## src/rtl/delay_line_ctrl.sv

```systemverilog
// Sequencer for the 312x48 SRAM circular spike-delay buffer: power/wake control,
// zero-priming after wake or depth change, and write-data alignment to the strobe.
module delay_line_ctrl #(
    parameter int W         = 48,
    parameter int AW        = 9,
    parameter int WAKE_CYC  = 4,
    parameter int DEPTH_MAX = 311
) (
    input  logic          CLK,
    input  logic          RSTB,
    input  logic          i_en,
    input  logic [AW-1:0] i_cfg_depth,
    input  logic          i_cfg_upd,
    input  logic          i_s_valid,
    output logic          o_s_ready,
    input  logic [W-1:0]  i_s_data,
    output logic          o_m_valid,
    output logic [W-1:0]  o_m_data,
    output logic          o_busy,
    output logic          o_buf_pd,
    output logic          o_buf_in_valid,
    output logic [AW-1:0] o_buf_depth,
    output logic [W-1:0]  o_buf_d,
    input  logic [W-1:0]  i_buf_q
);

    localparam int WCW = (WAKE_CYC > 1) ? $clog2(WAKE_CYC) : 1;

    typedef enum logic [2:0] {
        ST_OFF,
        ST_WAKE,
        ST_PRIME,
        ST_RUN,
        ST_FLUSH
    } state_t;

    state_t          r_state;
    state_t          w_state_next;
    logic [AW-1:0]   r_depth_q;
    logic [AW-1:0]   r_shadow_ptr;
    logic [AW-1:0]   r_pcnt;
    logic [WCW-1:0]  r_wcnt;
    logic            r_reprime;
    logic            r_m_valid;
    logic [W-1:0]    r_buf_d;

    logic            w_strobe;
    logic            w_s_ready;
    logic            w_latch_depth;
    logic            w_set_reprime;
    logic            w_phase_a;
    logic            w_prime_last;
    logic [AW-1:0]   w_cfg_clamped;

    assign w_cfg_clamped = (i_cfg_depth > AW'(DEPTH_MAX)) ? AW'(DEPTH_MAX) : i_cfg_depth;

    // A pointer left beyond a shrunken depth must first run out to the AW-bit wrap.
    assign w_phase_a    = (r_shadow_ptr > r_depth_q);
    assign w_prime_last = !w_phase_a && (r_pcnt == r_depth_q);

    always_ff @(posedge CLK or negedge RSTB) begin
        if (!RSTB) begin
            r_state <= ST_OFF;
        end else begin
            r_state <= w_state_next;
        end
    end

    always_comb begin
        w_state_next  = r_state;
        w_strobe      = 1'b0;
        w_s_ready     = 1'b0;
        w_latch_depth = 1'b0;
        w_set_reprime = 1'b0;
        case (r_state)
            ST_OFF: begin
                if (i_en) begin
                    w_state_next  = ST_WAKE;
                    w_latch_depth = 1'b1;
                end
            end
            ST_WAKE: begin
                if (!i_en) begin
                    w_state_next = ST_OFF;
                end else if (r_wcnt == WCW'(WAKE_CYC - 1)) begin
                    w_state_next = ST_PRIME;
                end
            end
            ST_PRIME: begin
                if (!i_en) begin
                    w_state_next = ST_FLUSH;
                end else begin
                    w_strobe = 1'b1;
                    if (w_prime_last) begin
                        w_state_next = ST_RUN;
                    end
                end
            end
            ST_RUN: begin
                w_s_ready = i_en & ~i_cfg_upd;
                w_strobe  = i_s_valid & w_s_ready;
                if (!i_en) begin
                    w_state_next = ST_FLUSH;
                end else if (i_cfg_upd) begin
                    w_state_next  = ST_FLUSH;
                    w_set_reprime = 1'b1;
                end
            end
            ST_FLUSH: begin
                // The write for the last strobe lands during this cycle.
                if (r_reprime && i_en) begin
                    w_state_next  = ST_PRIME;
                    w_latch_depth = 1'b1;
                end else begin
                    w_state_next = ST_OFF;
                end
            end
            default: begin
                w_state_next = ST_OFF;
            end
        endcase
    end

    always_ff @(posedge CLK or negedge RSTB) begin
        if (!RSTB) begin
            r_depth_q    <= '0;
            r_shadow_ptr <= '0;
            r_pcnt       <= '0;
            r_wcnt       <= '0;
            r_reprime    <= 1'b0;
            r_m_valid    <= 1'b0;
            r_buf_d      <= '0;
        end else begin
            if (w_latch_depth) begin
                r_depth_q <= w_cfg_clamped;
            end

            if (r_state == ST_WAKE) begin
                r_wcnt <= r_wcnt + WCW'(1);
            end else begin
                r_wcnt <= '0;
            end

            if (r_state != ST_PRIME) begin
                r_pcnt <= '0;
            end else if (w_strobe && !w_phase_a) begin
                r_pcnt <= w_prime_last ? '0 : r_pcnt + AW'(1);
            end

            r_reprime <= w_set_reprime;

            if (w_strobe) begin
                r_shadow_ptr <= (r_shadow_ptr == r_depth_q) ? '0 : r_shadow_ptr + AW'(1);
                // Buffer captures D one cycle after the strobe.
                r_buf_d      <= (r_state == ST_RUN) ? i_s_data : '0;
            end

            r_m_valid <= w_strobe && (r_state == ST_RUN);
        end
    end

    assign o_s_ready      = w_s_ready;
    assign o_buf_in_valid = w_strobe;
    assign o_buf_pd       = (r_state == ST_OFF);
    assign o_busy         = (r_state == ST_WAKE) || (r_state == ST_PRIME) || (r_state == ST_FLUSH);
    assign o_buf_depth    = r_depth_q;
    assign o_buf_d        = r_buf_d;
    assign o_m_valid      = r_m_valid;
    assign o_m_data       = r_m_valid ? i_buf_q : '0;

endmodule
```

## config.mk

```make
export PLATFORM = sky130hd
export DESIGN_NAME = delay_line_ctrl
export DESIGN_NICKNAME = d
export VERILOG_FILES = /design/src/rtl/delay_line_ctrl.sv
export SDC_FILE = /design/constraint.sdc
export NUM_CORES = 1
export LEC_CHECK = 0
export BUFFER_PORTS_ARGS = -buffer_cell sky130_fd_sc_hd__buf_2
export CAP_MARGIN = 30
export CELL_PAD_IN_SITES_DETAIL_PLACEMENT = 1
export CELL_PAD_IN_SITES_GLOBAL_PLACEMENT = 2
export CORE_MARGIN = 8
export CORE_UTILIZATION = 26
export CTS_BUF_LIST = sky130_fd_sc_hd__clkbuf_2 sky130_fd_sc_hd__clkbuf_4 sky130_fd_sc_hd__clkbuf_8
export DETAILED_ROUTE_END_ITERATION = 12
export GPL_ROUTABILITY_DRIVEN = 0
export GPL_TIMING_DRIVEN = 0
export PLACE_DENSITY = 0.93
export RECOVER_POWER = 100
export SYNTH_ARGS = -nofsm -noshare
export SYNTH_HDL_FRONTEND = slang
export SYNTH_SLANG_ARGS = --single-unit
```

## constraint.sdc

```tcl
create_clock -name CLK -period 3 [get_ports CLK]
set_clock_uncertainty 0.1 [all_clocks]
set_input_delay 0.3 -clock CLK [delete_from_list [all_inputs] [get_ports CLK]]
set_output_delay 0.3 -clock CLK [all_outputs]
set_load 0.01 [all_outputs]
```

==> metrics.txt, run 1 <==
status=completed; area fraction in compound gates after synthesis=14.4%; fmax=0.370 GHz; critical path startpoint category=register; Post-synth EDFFs=0; Top FF cell, synth=dfrtp_1; peak supply drop=0.223 mV; syn_area_per_cell=8.77 um2; dominant cell type by area after synthesis=dfrtp_1; core box area=16500 um2; R2R Setup Slk=between 0.2 and 0.3 ns; Setup CP Type=register to register; Synth Area in Simple Gates=around a quarter; pin count of the biggest net entering global routing=64; first-pass GRT wire length=27.4 mm; largest family of logic cells by synthesized area=simple AND/OR/NAND/NOR gates; Worst-path clk slew=0.09 ns; DR pass1 iterations=4; PD cells=471 nW/um2; CTS buffer count=9; Min Clock Period, post-route=2.71 ns; Tcrit/Tclk final=90.2%; Crit path arrival time=2.84 ns; Slew headroom=26.0%; Critical Path RT=between 3 and 4 ns; Placed Cells=934; FF-to-FF path depth=8; Synth Cell Area=4330 um2; CTS tree=yes; area growth from synthesis to layout=36.3%; Final HPWL DP=around 14 mm; total global-route track usage=~17%; CTS Sinks=between 80 and 90; vias post-DR=4360; vias in the first global route=4586; top-count cell post-synth=nand2_1; register area share after synthesis=47.4%; post-synth top area share=approximately 47%; RSZ-0062 raised after global routing=no; Synth warnings=0; Multi-input gate area=2070 um2; Residual DRC=0; CP endpoint kind=register; Finished Layout Cells=956; vias per std cell=4.56; post-synthesis xor/xnor area fraction=approximately 2.4%; mux contribution to synthesized area=1.21%; end point of the critical path=r_pcnt[4]; Initial Util=a little over a quarter; worst r2r src=o_buf_depth[8]; Clk Latency, worst-skew pair=about 0.38 ns; Total Power=0.00278 W; post-synthesis adder-cell area fraction=about 3.5%; Total Routed Length=17.8 mm; number of synthesized register bits=82; number of port buffers=219; reg2reg end=r_pcnt[4]; antenna viol nets, final=0; final hold vios=0; PostCTS Resize Cnt=0; Post-Syn Nets=approximately 620; Clock H-tree levels=3; Max-Cap Viols=0; antenna fix cells=0; slew at the pin closest to its max-slew limit=roughly 1.1 ns; DRT iter0 DRCs=138; Std-Cell Rows=47; Syn Inst Count=494; FFs w/ async S/R, synth=100%; worst hold margin=0.0223 ns; I/O pin cnt=220; Static Leak=2.79 nW; die area=21100 um2; Overflow after GRT=0; Util after Layout=35.9%; Reg area=2050 um2; Slew Viols, Final=0; Die Y=145 um; layout cells sized above 1=23.1%; Hold WC Path Type=primary input to register; Critical Path Start=o_buf_depth[8]; die width=145 um; endpoints failing setup=0; setup_tns=0 ns; final net count=around 850; initial antenna violation count=1; fill cell count=2051; Bufs on Longest Clock Path=2; CP max FO=10; top post-synthesis cells by count=nand2_1, dfrtp_1, o21ai_0, and2_1, inv_1; DR WL/cell=18.6 um; Synth area leaders=dfrtp_1, nand2_1, o21ai_0; root buf cell=clkbuf_8; Netlist cell types=44
==> per-layer routing <==
metal  wire [um]  track usage, %
met1        7610            19.2
met2        8740            28.9
met3        1110            5.57
met4         293            3.70
met5           0               0
==> placed cells by master, fill, tap and decap left out, types with 2 or more instances in the layout <==
master and instances:
o21ai_1 2, a21oi_1 7, nor3_1 9, buf_4 3, o221a_2 2, dfrtp_1 82, nor2_1 11, mux2_2 2
a21o_1 4, bufinv_16 3, buf_2 137, ha_1 12, and3_1 7, nand3_1 7, clkbuf_8 9, nor3_2 2
nand2_1 119, clkbuf_1 104, nor2b_1 2, o211ai_1 5, xor2_1 10, mux2i_1 3, a31oi_1 4, nand2b_1 13
and2_0 26, and2_1 25, o22ai_1 5, inv_1 20, a211o_1 2, nand4_1 3, inv_8 3, xnor2_1 2
o221ai_1 2, o21ai_0 67, dlygate4sd3_1 6, nor3b_1 2
==> power by group <==
group          switching (W)  internal [W]
clock network       0.000475      0.000573
logic               0.000275      0.000179
registers          0.0000796       0.00120
total               0.000830       0.00195
==> worst max-delay path, cell delays in order (launching register included) <==
cell	delay [ns]
dfrtp_1	0.47
inv_1	0.07
ha_1	0.34
nand4_1	0.21
nor3_2	0.55
a21o_1	0.21
buf_6	0.16
a211o_1	0.30
o221ai_1	0.15
==> timing repair <==
| item | in CTS | in global routing |
|---|---|---|
| hold buffers | 5 | 1 |
| endpoints found under the hold margin | 23 | 1 |
| buffers inserted | 0 | 0 |
==> worst min path at each step <==
stage / start / to / slack (ns) / cells after the start
final: i_s_data[36] / o_buf_d[36] / 0.02 / 3
after global routing: i_s_data[10] / o_buf_d[10] / 0.003 / 3
after CTS: i_s_data[25] / o_buf_d[25] / 0.0003 / 3
after detailed placement: RSTB / o_buf_d[19] / 0.11 / 1
after global placement: r_wcnt[0] / r_wcnt[0] / 0.33 / 1
after floorplan: RSTB / o_buf_d[0] / -0.1 / 0
==> flip-flops by register name (all words and copies together) (netlist names) <==
register,flops
o_buf_d,48
o_buf_depth,9
r_pcnt,9
r_shadow_ptr,9
r_state,3
r_wcnt,2
o_m_valid,1
r_reprime,1
==> stage by stage <==
stage / area [um2] / setup WS [ns]
2_1_floorplan: 4330 / 0.812
3_3_place_gp: 5700 / 0.420
3_5_place_dp: 5730 / 0.418
4_1_cts: 6040 / 0.390
5_1_grt: 5900 / 0.115
6_report: 5900 / 0.294
==> cell families after synthesis <==
group,after synthesis
multiplexers,5
AND/OR/NAND/NOR,232
buffers and inverters,46
adder cells (fa/ha/maj),12
flip-flops,82
XOR/XNOR,12
AO/OA/AOI/OAI,105
==> layout make-up <==
class                           instances  area share [%]
Multi-Input combinational cell        366            35.0
Sequential cell                        82            34.8
Timing Repair Buffer                  226            17.9
Tap cell                              220            4.66
Clock inverter                          7            2.25
Clock buffer                            9            2.10
Buffer                                 26            2.03
Inverter                               20            1.27
Power figures use the tool's default switching activity.
==> run 2, diff against run 1 <==
--- a/config.mk
+++ b/config.mk
@@ -15,7 +15,7 @@
 export DETAILED_ROUTE_END_ITERATION = 12
 export GPL_ROUTABILITY_DRIVEN = 0
 export GPL_TIMING_DRIVEN = 0
-export PLACE_DENSITY = 0.93
+export PLACE_DENSITY_LB_ADDON = 0.1
 export RECOVER_POWER = 100
 export SYNTH_ARGS = -nofsm -noshare
 export SYNTH_HDL_FRONTEND = slang
==> metrics.txt, run 2 (synthesis gave the netlist of run 1 again) <==
status=finished, violations left; failing checks=max-capacitance violations, max-slew violations; commonest non-fill, non-tap cell in the layout=buf_2; Util after Layout=35.2% (-0.63 points); CP max FO=10 (unchanged); peak supply drop=0.210 mV (-5.9%); Min Clock Period, post-route=2.62 ns (-0.0838 ns); PostCTS Resize Cnt=0 (unchanged); pin count of the biggest net entering global routing=56 (-13%); fill cell count=2082 (+1.5%); first-pass GRT wire length=26.3 mm (-4.2%); final hold vios=0 (unchanged); Final HPWL DP=13.4 mm (-5.3%); Bufs on Longest Clock Path=2 (unchanged); area growth from synthesis to layout=33.9%; Sw Share=32.0% (+2.2 points); Residual DRC=0 (unchanged); sequential power share=50.8% (+4.9 points); Overflow after GRT=0 (unchanged); slew at the pin closest to its max-slew limit=1.73 ns (+0.620 ns); clock network fraction of total power=31.5% (-6.2 points); CTS tree=yes; core box area=16500 um2 (unchanged); Tcrit/Tclk final=87.4% (-2.8 points); vias per std cell=4.47 (-2.0%); Crit path arrival time=2.74 ns (-0.10 ns); combinational power share=17.7% (+1.4 points); CP endpoint kind=register; CTS Sinks=82 (unchanged); Reg area=2050 um2 (unchanged); Critical Path Start=o_buf_depth[8]; setup_tns=0 ns (unchanged); postcts setup bufs=0 (unchanged); Die Y=145 um (unchanged); endpoints failing setup=0 (unchanged); RSZ-0062 raised after global routing=no; fmax=0.381 GHz (+3.2%); vias post-DR=4253 (-2.5%); antenna viol nets, final=0 (unchanged); Setup WS post-layout=0.378 ns (+0.0838 ns); dpl ws=0.379 ns (-0.0391 ns); Worst-path clk slew=0.10 ns (about the same); Slew headroom=-15.3% (-41 points); die area=21100 um2 (unchanged); total global-route track usage=15.5% (-1.0 points); Critical Path RT=3.12 ns (-0.02 ns); worst r2r src=o_buf_depth[8]; total net switching power=0.000805 W (-3.0%); # hold bufs at CTS=2 (-3); Total Routed Length=16.6 mm (-6.5%); Multi-input gate area=2070 um2 (about the same); die width=145 um (unchanged); root buf cell=clkbuf_8; Hold WC Path Type=primary input to register; final net count=849 (-0.47%); Hold Crit Start=i_s_data[9]; DR pass1 iterations=4 (unchanged); antenna fix cells=0 (unchanged); CTS buffer count=9 (unchanged); initial antenna violation count=0 (-1); Slew Viols, Final=28 (+28); Clock H-tree levels=3 (unchanged); PD cells=433 nW/um2 (-8.0%); Clk Latency, worst-skew pair=0.37 ns (about the same); Setup CP Type=register to register; Initial Util=26.3% (unchanged); DRT iter0 DRCs=143 (+3.6%); commonest non-fill, non-tap cells in the layout=buf_2, nand2_1, clkbuf_1; Static Leak=2.73 nW (-2.2%); Std-Cell Rows=47 (unchanged); vias in the first global route=4498 (-1.9%); DR WL/cell=17.4 um (-6.1%); max reg flops=48 (unchanged); I/O pin cnt=220 (unchanged); Max-Cap Viols=1 (+1); Pint=0.00171 W (-12%); layout cells sized above 1=22.7% (-0.42 points); Total Power=0.00251 W (-9.6%); critical path startpoint category=register; number of port buffers=219 (unchanged)
-- run 2: cell count changes in the layout (fill, tap and decap cells not counted), sizes merged --
cell         delta
bufinv          -3
inv             -1
buf             -7
clkbuf          +8
dlygate4sd3     -4
clkinv          +2
clkinvlp        +1
-- run 2: worst paths after layout --
| kind | endpoint | cells past startpoint | slack (ns) |
|---|---|---|---|
| min | o_buf_d[9] | 3 | 0.02 |
| max reg2reg | r_pcnt[4] | 8 | 0.38 |
| min in group asynchronous | o_buf_d[47] | 2 | 0.81 |
| min reg2reg | r_wcnt[0] | 1 | 0.35 |
| max | r_pcnt[4] | 8 | 0.38 |
| max in group asynchronous | o_buf_d[2] | 3 | 0.97 |
-- run 2: cell type report --
type,count,area share (%)
plain buffers,26,1.92
clock buffers,10,2.37
clock inverters,6,0.820
inverters,20,1.29
multi-input cells,366,35.7
flip-flops and latches,82,35.4
well taps,220,4.75
repair buffers,222,17.8
-- run 2: stage by stage --
stage          hold slack [ns]  cell area (um2)  std cells
4_1_cts                0.00142             5940        952
5_1_grt                 0.0129             5800        952
3_5_place_dp             0.165             5730        934
6_report                0.0196             5800        952
2_1_floorplan          -0.0956             4330        494
3_3_place_gp             0.327             5700        933
-- run 2: critical path, stage by stage, from the launching register on --
cell      delay (ns)
dfrtp_1         0.48
inv_1           0.08
ha_1            0.35
nand4_1         0.19
nor3_2          0.58
a21o_1          0.20
buf_6           0.15
a211o_2         0.21
o221ai_1        0.13
-- run 2: power groups by stage --
| stage | combinational [W] | clock, W | sequential, W |
|---|---|---|---|
| 5_1_grt | 0.000509 | 0.000870 | 0.00129 |
| 6_report | 0.000446 | 0.000792 | 0.00128 |
| 3_3_place_gp | 0.000464 | 0 | 0.00130 |
| 2_1_floorplan | 0.000190 | 0 | 0.00132 |
| 3_5_place_dp | 0.000480 | 0 | 0.00130 |
| 4_1_cts | 0.000484 | 0.000830 | 0.00128 |
-- run 2: routing by layer --
layer | routed length [um] | vias to the layer above | GRT usage, %
met4 | 184 | 0 | 4.69
met1 | 7550 | 2003 | 19.4
met2 | 8190 | 125 | 26.5
met5 | 0 | - | 0
met3 | 663 | 12 | 2.99
li1 | - | 2113 | -
==> run 3, diff against run 2 <==
--- a/config.mk
+++ b/config.mk
@@ -7,10 +7,10 @@
 export LEC_CHECK = 0
 export BUFFER_PORTS_ARGS = -buffer_cell sky130_fd_sc_hd__buf_2
 export CAP_MARGIN = 30
-export CELL_PAD_IN_SITES_DETAIL_PLACEMENT = 1
-export CELL_PAD_IN_SITES_GLOBAL_PLACEMENT = 2
+export CELL_PAD_IN_SITES_DETAIL_PLACEMENT = 0
+export CELL_PAD_IN_SITES_GLOBAL_PLACEMENT = 1
 export CORE_MARGIN = 8
-export CORE_UTILIZATION = 26
+export CORE_UTILIZATION = 33
 export CTS_BUF_LIST = sky130_fd_sc_hd__clkbuf_2 sky130_fd_sc_hd__clkbuf_4 sky130_fd_sc_hd__clkbuf_8
 export DETAILED_ROUTE_END_ITERATION = 12
 export GPL_ROUTABILITY_DRIVEN = 0
==> metrics.txt, run 3 (synthesis gave the netlist of run 1 again) <==
status=finished, violations left; failing checks=max-capacitance violations, max-slew violations; Setup CP Type=register to register; Tcrit/Tclk final=86.5% (-0.87 points); Reg area=2050 um2 (unchanged); Slew Viols, Final=30 (+7.1%); Slowest-stage cell, CP=nor3_2; final hold vios=0 (unchanged); Pint=0.00169 W (-1.3%); CTS Sinks=82 (unchanged); Placed Cells=890 (-4.7%); PD cells=427 nW/um2 (-1.4%); sequential power share=52.1% (+1.3 points); combinational power share=17.9% (+0.2 points); clock network fraction of total power=30.0% (-1.5 points); CTS buffer count=9 (unchanged); Hold WC Path Type=primary input to register; first-pass GRT wire length=22.9 mm (-13%); Critical Path RT=3.13 ns (about the same); slew at the pin closest to its max-slew limit=1.77 ns (+0.0396 ns); endpoints failing setup=0 (unchanged); peak supply drop=0.230 mV (+9.7%); Slew headroom=-18.0% (-2.6 points); vias per std cell=4.70 (+5.2%); setup_tns=0 ns (unchanged); Worst-path clk slew=0.09 ns (about the same); total net switching power=0.000763 W (-5.2%); Std-Cell Rows=42 (-11%); commonest non-fill, non-tap cell in the layout=buf_2; root buf cell=clkbuf_8; Clk Latency, worst-skew pair=0.37 ns (about the same); CTS tree=yes; Residual DRC=0 (unchanged); core box area=13000 um2 (-21%); Bufs on Longest Clock Path=2 (unchanged); final net count=848 (-0.12%); DR pass1 iterations=4 (unchanged); Static Leak=2.72 nW (-0.21%); Initial Util=33.2% (+6.9 points); antenna viol nets, final=0 (unchanged); I/O pin cnt=220 (unchanged); Finished Layout Cells=908 (-4.6%); Crit path arrival time=2.72 ns (-0.02 ns); critical path startpoint category=register; PostCTS Resize Cnt=0 (unchanged); CP top delay family=simple AND/OR/NAND/NOR gates; fill cell count=1412 (-32%); Crit path buffers/inverters=2 (unchanged); die width=131 um (-10%); postcts setup bufs=0 (unchanged); number of port buffers=219 (unchanged); layout cells sized above 1=22.8% (+0.17 points); DR WL/cell=16.7 um (-4.4%); # hold bufs at CTS=1 (-1); die area=17100 um2 (-19%); vias post-DR=4266 (+0.31%); Overflow after GRT=0 (unchanged); Clock H-tree levels=3 (unchanged); RSZ-0062 raised after global routing=no; pin count of the biggest net entering global routing=54 (-3.6%); area growth from synthesis to layout=32.3%; Critical Path Max Stage Delay=0.53 ns (-0.05 ns); Die Y=131 um (-10%); Max-Cap Viols=1 (unchanged); initial antenna violation count=1 (+1); commonest non-fill, non-tap cells in the layout=buf_2, nand2_1, clkbuf_1; CP endpoint kind=register; Multi-input gate area=2070 um2 (about the same); vias in the first global route=4280 (-4.8%); CP max FO=10 (unchanged); Final HPWL DP=12.2 mm (-8.4%); fmax=0.385 GHz (+1.0%); max reg flops=48 (unchanged); Min Clock Period, post-route=2.60 ns (-0.0261 ns); Cell Chain, Critical Path=inv_1, ha_1, nand4_1, nor3_2, a21o_1, buf_6, a211o_1, o221ai_1; total global-route track usage=17.4% (+1.9 points); DRT iter0 DRCs=229 (+60%); Sw Share=31.2% (-0.86 points); Total Routed Length=15.1 mm (-8.9%)
[run 3: changes by cell type in the layout (fill, tap and decap cells not counted), moves of 2 or more]
| cell | before | now |
|---|---|---|
| buf_2 | 132 | 134 |
| clkbuf_2 | 3 | 1 |
| inv_6 | 3 | 1 |
| buf_4 | 0 | 2 |
| clkbuf_1 | 109 | 107 |
[run 3: per-stage QoR]
step	total power, W	setup WS, ns	hold slack (ns)	cell area, um2	util, %
finish	0.00245	0.404	0.0295	5730	44.0
global route	0.00261	0.170	0.0177	5730	44.0
global placement	0.00175	0.492	0.328	5650	43.3
CTS	0.00252	0.464	0.00434	5860	45.0
floorplan	0.00151	0.812	-0.0956	4330	-
detailed placement	0.00177	0.476	0.165	5680	43.6
[run 3: final timing paths]
path / start / end / slack (ns) / cells after the start
hold reg to reg: r_wcnt[0] / r_wcnt[0] / 0.35 / 1
hold / removal: i_s_data[13] / o_buf_d[13] / 0.03 / 3
max in group asynchronous: RSTB / o_buf_depth[8] / 0.92 / 2
setup reg to reg: o_buf_depth[7] / r_pcnt[4] / 0.40 / 8
setup / recovery: o_buf_depth[7] / r_pcnt[4] / 0.40 / 8
min in group asynchronous: RSTB / o_buf_d[28] / 0.85 / 2
[run 3: final cells by class]
cell class	instances	share of cell area, %
inverter	20	1.31
antenna	1	0.0436
clock buffer	10	2.29
tap	176	3.84
multi-input combinational	366	36.1
timing repair buffer	221	17.9
buffer	26	2.05
sequential	82	35.8
clock inverter	6	0.742
[run 3: per-layer routing]
metal  vias up  GRT usage [%]  wire, um
li1       2111              -         -
met4         0           7.16       280
met3        18           4.34      1120
met2       158           30.7      7530
met5         -              0         0
met1      1979           19.5      6200
[run 3: power groups by stage]
stage	logic [W]	clock network [W]	registers (W)
after detailed placement	0.000470	0	0.00130
after global routing	0.000507	0.000814	0.00129
after floorplan	0.000190	0	0.00132
final	0.000439	0.000735	0.00128
after global placement	0.000458	0	0.00129
after CTS	0.000472	0.000769	0.00127
[run 3: worst min-delay path: cells and delay by family]
| family | cells | cell delay (ns) |
|---|---|---|
| buffers and inverters | 1 | 0.07 |
| AO/OA/AOI/OAI | 1 | 0.05 |
| AND/OR/NAND/NOR | 1 | 0.03 |
